$ cat config.mk
export PLATFORM = sky130hd
export DESIGN_NAME = gus_irq_ctrl
export DESIGN_NICKNAME = d
export VERILOG_FILES = /design/src/rtl/gus_irq_ctrl.sv
export SDC_FILE = /design/constraint.sdc
export NUM_CORES = 1
export LEC_CHECK = 0
export CAP_MARGIN = 25
export CORE_ASPECT_RATIO = 1.5
export CORE_UTILIZATION = 44
export DETAILED_ROUTE_END_ITERATION = 16
export PLACE_DENSITY = 0.92
export SETUP_SLACK_MARGIN = 0.05
export SLEW_MARGIN = 20
export SYNTH_ARGS = -nofsm -noshare
export SYNTH_HDL_FRONTEND = slang
export SYNTH_SLANG_ARGS = --single-unit
$ cat constraint.sdc
create_clock -name clk -period 2.4 [get_ports clk]
set_input_delay 0.48 -clock clk [delete_from_list [all_inputs] [get_ports clk]]
set_output_delay 0.48 -clock clk [all_outputs]
set_load 0.01 [all_outputs]
$ cat src/rtl/gus_irq_ctrl.sv
// rtl/gus_irq_ctrl.sv - eight-source edge-latched interrupt controller on the GUS16 core bus
// Define GUS_IRQ_SYNC_EN to pass src through a 2-flop synchronizer before edge detection.
module gus_irq_ctrl #(
    parameter logic [15:0] BASE = 16'hFFF0
) (
    input  logic        clk,
    input  logic        reset,
    input  logic [15:0] ca,
    input  logic [15:0] cdo,
    input  logic        we,
    output logic [15:0] rdata,
    output logic        sel,
    input  logic [7:0]  src,
    output logic        irq,
    output logic [2:0]  ivector
);

    logic [7:0] src_s;
    logic [7:0] src_d_q;
    logic [7:0] pend_q, pend_d;
    logic [7:0] en_q, en_d;
    logic       irq_q, irq_d;
    logic [2:0] ivector_q, ivector_d;
    logic [7:0] edge_det;
    logic [7:0] w1c;
    logic [7:0] swset;
    logic [7:0] act;
    logic       wr;

`ifdef GUS_IRQ_SYNC_EN
    logic [7:0] sync1_q, sync2_q;

    // Reset high so sources already asserted at release are not seen as edges.
    always_ff @(posedge clk) begin
        if (reset) begin
            sync1_q <= 8'hFF;
            sync2_q <= 8'hFF;
        end else begin
            sync1_q <= src;
            sync2_q <= sync1_q;
        end
    end

    assign src_s = sync2_q;
`else
    assign src_s = src;
`endif

    assign sel      = (ca[15:2] == BASE[15:2]);
    assign wr       = we & sel;
    assign w1c      = (wr && ca[1:0] == 2'd0) ? cdo[7:0] : 8'h00;
    assign swset    = (wr && ca[1:0] == 2'd3) ? cdo[7:0] : 8'h00;
    assign edge_det = src_s & ~src_d_q;

    // Sets are ORed after the clear so a same-cycle event is never lost.
    assign pend_d = (pend_q & ~w1c) | edge_det | swset;
    assign en_d   = (wr && ca[1:0] == 2'd1) ? cdo[7:0] : en_q;
    assign act    = pend_d & en_d;
    assign irq_d  = |act;

    always_comb begin
        ivector_d = 3'd0;
        for (int i = 7; i >= 0; i--) begin
            if (act[i]) ivector_d = 3'(i);
        end
    end

    always_ff @(posedge clk) begin
        if (reset) begin
            src_d_q   <= 8'hFF;
            pend_q    <= 8'h00;
            en_q      <= 8'h00;
            irq_q     <= 1'b0;
            ivector_q <= 3'd0;
        end else begin
            src_d_q   <= src_s;
            pend_q    <= pend_d;
            en_q      <= en_d;
            irq_q     <= |(pend_q & en_q);
            ivector_q <= ivector_d_q_src(pend_q & en_q);
        end
    end

    function automatic logic [2:0] ivector_d_q_src(input logic [7:0] a);
        logic [2:0] v;
        v = 3'd0;
        for (int i = 7; i >= 0; i--) begin
            if (a[i]) v = 3'(i);
        end
        return v;
    endfunction

    always_comb begin
        rdata = 16'h0000;
        case (ca[1:0])
            2'd0:    rdata = {8'h00, pend_q};
            2'd1:    rdata = {8'h00, en_q};
            2'd2:    rdata = {12'h000, irq_q, ivector_q};
            default: rdata = 16'h0000;
        endcase
    end

    assign irq     = irq_q;
    assign ivector = ivector_q;

    logic unused_ok;
    assign unused_ok = &{1'b0, irq_d, ivector_d, cdo[15:8]};

endmodule

* Yosys cells after proc, flatten, opt, wreduce, memory -nomap -nowiden *
Cells that the tools add are included.

storage, ports and cells
  register bits = 28
  input port bits = 43
  output and inout bits = 21
  logic and storage cells = 37

cells by class
  equal/unequal tests = 4
  muxes and demuxes = 10
  bitwise logic cells = 8
  reductions and logical operators = 8

operators with widths
  cell                                                              number
  8-bit bitwise AND                                                 3
  8-bit one-hot mux with 3 select lines                             1
  8-bit two-way mux                                                 2
  8-bit NOT                                                         2
  8-bit bitwise OR                                                  2
  14-bit == test (second input constant)                            1
  3-bit two-way mux                                                 4
  8-bit OR reduction                                                1
  5-bit OR reduction                                                1
  2-bit == test (second input constant)                             2
  2-bit two-way mux                                                 2
  1-bit logical AND                                                 3
  3-bit OR reduction                                                1
  2-bit by 1-bit == test with 1-bit output (second input constant)  1
  2-bit zero test                                                   1
  2-bit OR reduction                                                1
  1-bit bitwise AND                                                 1
  1-bit two-way mux                                                 1

* Longest topological paths before layout *
  depth in word-level cells = 8
  depth in mapped cells = 5
  gate-level depth less buffers = 5

* Worst setup path before layout *
No wires, ideal clock.

  kind = input to output
  start = input port ca[0]
  end = output port rdata[0]
  data arrival time = 1245 ps
  data required time = 1920 ps
  slack = 675 ps
  stages on the path = 4
  path buffers = 1
  cell sequence = clkbuf_1 > and2b_1 > nand2_1 > o21ai_0

between the ends
  word-level cells in the longest chain between the ends = 2
  elaborated cells on any way between the ends = 4
  those cells by class = eq/ne: 2; mux: 1; reduce/logical: 1

RTL lines
  what                                         RTL line  text
  from (decl)                                  8         input logic [15:0] ca,
  2-bit == test, or another cell as far along  95        case (ca[1:0])
  8-bit one-hot mux with 3 select lines (*)    95
  to (decl)                                    11        output logic [15:0] rdata,

Mark *: on every way between the ends. The rest lies on a longest branch, timed or not.

* Worst setup path in the final report *
  start = input port ca[1]
  end = output port rdata[0]

The elaborated chain is that of the path after synthesis.

==> flow_results.org <==
** Synthesis
- The cell count after synthesis came out at ~160.
- Yosys mapped the design onto 32 distinct sky130hd cell types.
- Sequential element share of the synthesized area :: 0.404
- Post-synthesis sequential element count :: 28
- Post-synthesis instance area :: 0.00139 sq mm
- Total number of yosys warnings :: 0
- Post-synthesis area per instance :: approximately 8.8 sq um

** Global route
- First-pass GRT wire length :: 5.30 mm
- Total global routing track utilization :: 0.213
- Overflow left after global routing :: 0
- Initial antenna violation count :: 0
- Entering global routing, the biggest net connects 17 pins.
- Number of global-route vias before repair :: roughly 1300

** Die
- Die Y-Extent :: between 70 and 80 um
- Core ar. :: 0.00294 sq mm
- The die is between 40 and 50 um wide.
- For this design the top-level I/O count stands at between 60 and 70.
- Std cell rows :: 24
- The die covers 0.00339 sq mm.
- For this configuration, the core starts out at a cell density of 0.472.

** Pwr
- The share of total power dissipated in combinational logic is 0.151.
- The share of total power dissipated in the clock network is 0.312.
- In this run the static leakage power is 0.942 nW.
- Power per cell area :: ~450 mW/mm^2
- Net load switching power :: about 0.2 mW
- Internal power consumption :: ~0.71 mW
- The share of total power dissipated in sequential elements is 0.537.
- Switching fraction of total power :: 0.220
- Across the VDD grid, the largest voltage drop is 540 uV.

** Cells and area
- Number of inserted diodes :: 0
- Net total in the final layout :: 259
- With fillers left out, the area of the finished cells amounts to roughly 0.002 sq mm.
- In the final layout, the share of cells above drive strength 1 is 0.140.
- The finished layout holds 254 standard cells, fillers aside.
- Area added between synthesis and finish :: 43.5%
- Measured on the finished design, the core utilization comes to 0.677.

** Clock tree
- Clock network latency to the later pin of the worst-skew pair :: between 200 and 300 ps
- In this run, post-CTS repair resized a total of 10 instances.
- CTS H-tree depth :: 1
- Counting along the longest clock path gives a buffer depth of 2.
- Number of buffers added by the clock tree synthesis step :: 3
- In this run the clock root is driven by a sky130_fd_sc_hd__clkbuf_8.
- Clock tree from TritonCTS :: yes
- Count of buffers added by post-CTS timing repair for setup :: 0
- The number of hold buffers added after CTS was 0.
- Clock-pin slew on the worst setup and hold paths :: ~90 ps
- Sinks on Clock Net :: 28

** Flow run
- Max Cap Violations :: 0

** Detailed routing
- Via density :: a little over 5
- DRC marker count from the first detailed-route iteration :: 32
- The first detailed-routing pass ran for 4 iterations.
- Final antenna-violating net count :: 0
- Final wirelength :: between 3 and 4 mm
- In the final routed layout, each cell accounts on average for roughly 13 um.
- Number of design rule violations left after detail routing :: 0
- Number of vias after detailed routing :: 1297

** Worst setup path
- Crit Path Category :: in -> out
- Critical Path RT :: approximately 1900 ps
- The worst setup path is launched from an input pin.
- In this run the worst path has a maximum fanout of 5.
- Stage delay of the slowest cell on the critical path :: about 530 ps
- Worst EP arrival :: between 1500 and 2000 ps
- Traced cell by cell, the critical path runs through clkdlybuf4s50_1 > and2b_2 > nand2_1 > o21ai_0 > dlygate4sd2_1.
- CP endpoint kind :: primary output
- Cell with the biggest individual delay on the critical path :: sky130_fd_sc_hd__clkdlybuf4s50_1

** Timing
- Post-route clock skew :: slightly above 4 ps
- For the pin with the worst max-slew slack, the measured transition is about 570 ps.
- Hold is met by 509 ps.
- Max-slew violation count :: 0
- The smallest clock period supported by the final layout is computed as between 2000 and 2500 ps.
- Hold Violations, Final :: 0
- Tightest slew margin relative to the limit :: 0.620
- For this run, the top clock speed supported by timing is around 450 MHz.
- In the finished design, the share of the clock period the worst path needs comes to 0.932.
- Setup violations remaining at the end of the flow were counted as 0.
- Setup repair after global routing left no endpoint under its margin.

** Place
- Count of port buffers added during placement :: between 40 and 50
- Placed cell areas :: roughly 0.0019 sq mm
- The number of placed instances, taps included, is 250.
- Final GP Congestion :: about 0.80
- Half-perimeter wire length after detailed placement :: 2.66 mm

** Outcome
- The run finished with clean final reports.

** Min path
- The path class of the tightest hold or removal check is reg -> reg.
## Yosys cell counts
library cell,count,area [sq um]
sky130_fd_sc_hd__conb_1,1,3.75
sky130_fd_sc_hd__or2_1,2,12.5
sky130_fd_sc_hd__a41oi_1,1,8.76
sky130_fd_sc_hd__nand4bb_4,1,27.5
sky130_fd_sc_hd__buf_1,1,3.75
sky130_fd_sc_hd__a21oi_1,9,45.0
sky130_fd_sc_hd__nand4_2,2,25.0
sky130_fd_sc_hd__a22oi_1,1,7.51
sky130_fd_sc_hd__and2_0,1,6.26
sky130_fd_sc_hd__nor4_2,1,12.5
sky130_fd_sc_hd__nand2_4,1,11.3
sky130_fd_sc_hd__buf_4,8,60.1
sky130_fd_sc_hd__a221oi_1,1,8.76
sky130_fd_sc_hd__nor3b_1,1,7.51
sky130_fd_sc_hd__mux2i_1,16,160
sky130_fd_sc_hd__nor2_1,13,48.8
sky130_fd_sc_hd__dfxtp_1,28,561
sky130_fd_sc_hd__and2b_1,1,7.51
sky130_fd_sc_hd__o21ai_0,4,20.0
sky130_fd_sc_hd__or2_2,6,37.5
sky130_fd_sc_hd__nor4_4,1,21.3
sky130_fd_sc_hd__clkbuf_1,4,15.0
sky130_fd_sc_hd__buf_2,1,5.00
sky130_fd_sc_hd__and4_1,1,8.76
sky130_fd_sc_hd__nand3_1,3,15.0
sky130_fd_sc_hd__nand2_1,14,52.6
sky130_fd_sc_hd__a32oi_1,8,70.1
sky130_fd_sc_hd__a22o_1,1,8.76
sky130_fd_sc_hd__a32o_1,1,10.0
sky130_fd_sc_hd__nand3b_1,1,7.51
sky130_fd_sc_hd__inv_1,16,60.1
sky130_fd_sc_hd__o21ai_1,8,40.0
## layout make-up
class,instances,area (sq um)
Fill cell,236,950
Multi-Input combinational cell,107,712
Sequential cell,28,561
Timing Repair Buffer,60,557
Inverter,16,60.1
Clock buffer,4,55.1
Tap cell,39,48.8
## metal layers
metal	global-route usage	up-vias	part of all wire
met5	0	-	0
li1	-	646	-
met1	0.229	607	0.37
met2	0.380	38	0.57
met3	0.0230	6	0.035
met4	0.108	0	0.022
## metrics by stage
| stage | TNS [ps] | setup slack [ps] | power [mW] |
|---|---|---|---|
| after floorplan | 0 | 675 | 0.558 |
| after global placement | -284 | -112 | 0.631 |
| after detailed placement | -365 | -121 | 0.636 |
| after CTS | 0 | 152 | 0.911 |
| after global routing | 0 | 93.0 | 0.946 |
| final | 0 | 164 | 0.906 |
## state kept, by name (all words and copies together) (netlist names)
signal	cells
pend_q	8
en_q	8
ivector	3
irq	1
src_d_q	8
## placed cells by master, fill, tap and decap left out
cell,Yosys,final
sky130_fd_sc_hd__a21oi_1,9,9
sky130_fd_sc_hd__a221oi_1,1,1
sky130_fd_sc_hd__a22o_1,1,1
sky130_fd_sc_hd__a22oi_1,1,1
sky130_fd_sc_hd__a32o_1,1,1
sky130_fd_sc_hd__a32oi_1,8,8
sky130_fd_sc_hd__a41oi_1,1,1
sky130_fd_sc_hd__and2_0,1,1
sky130_fd_sc_hd__and2b_2,0,1
sky130_fd_sc_hd__and4_1,1,1
sky130_fd_sc_hd__buf_4,8,13
sky130_fd_sc_hd__clkbuf_8,0,4
sky130_fd_sc_hd__clkdlybuf4s50_1,0,38
sky130_fd_sc_hd__conb_1,1,8
sky130_fd_sc_hd__dfxtp_1,28,28
sky130_fd_sc_hd__dlygate4sd2_1,0,9
sky130_fd_sc_hd__inv_1,16,16
sky130_fd_sc_hd__mux2i_1,16,16
sky130_fd_sc_hd__nand2_1,14,14
sky130_fd_sc_hd__nand2_4,1,1
sky130_fd_sc_hd__nand3_1,3,3
sky130_fd_sc_hd__nand3b_1,1,1
sky130_fd_sc_hd__nand4_2,2,2
sky130_fd_sc_hd__nand4bb_4,1,1
sky130_fd_sc_hd__nor2_1,13,13
sky130_fd_sc_hd__nor3b_1,1,1
sky130_fd_sc_hd__nor4_2,1,1
sky130_fd_sc_hd__nor4_4,1,1
sky130_fd_sc_hd__o21ai_0,4,4
sky130_fd_sc_hd__o21ai_1,8,8
sky130_fd_sc_hd__or2_1,2,2
sky130_fd_sc_hd__or2_2,6,6
## final timing paths
kind	depth (start not counted)	endpoint	slack (ps)	start
max	5	rdata[0]	160	ca[1]
min	2	pend_q[4]$_SDFF_PP0_	510	pend_q[4]$_SDFF_PP0_
max reg2reg	5	ivector[0]$_SDFF_PP0_	1200	en_q[6]$_SDFFE_PP0P_
min reg2reg	2	pend_q[4]$_SDFF_PP0_	510	pend_q[4]$_SDFF_PP0_
## cell families (layout without fill, tap and decap cells)
logic type	Yosys count	count (layout)	synth area share
AO/OA/AOI/OAI	34	34	0.158
buffers and inverters	30	80	0.104
flip-flops	28	28	0.404
multiplexers	16	16	0.115
other	1	8	0.00270
AND/OR/NAND/NOR	49	49	0.217
## power groups by stage
stage          clock network [mW]  registers [mW]  logic, mW
6_report                    0.283           0.487      0.137
5_1_grt                     0.307           0.489      0.150
4_1_cts                     0.287           0.487      0.137
3_5_place_dp                    0           0.498      0.138
2_1_floorplan                   0           0.495     0.0628
3_3_place_gp                    0           0.497      0.135
## critical path, delay by kind of cell
family	cells	cell delay, ps
AO/OA/AOI/OAI	1	90
buffers and inverters	2	830
AND/OR/NAND/NOR	2	350
(Power assumes the default switching activity.)
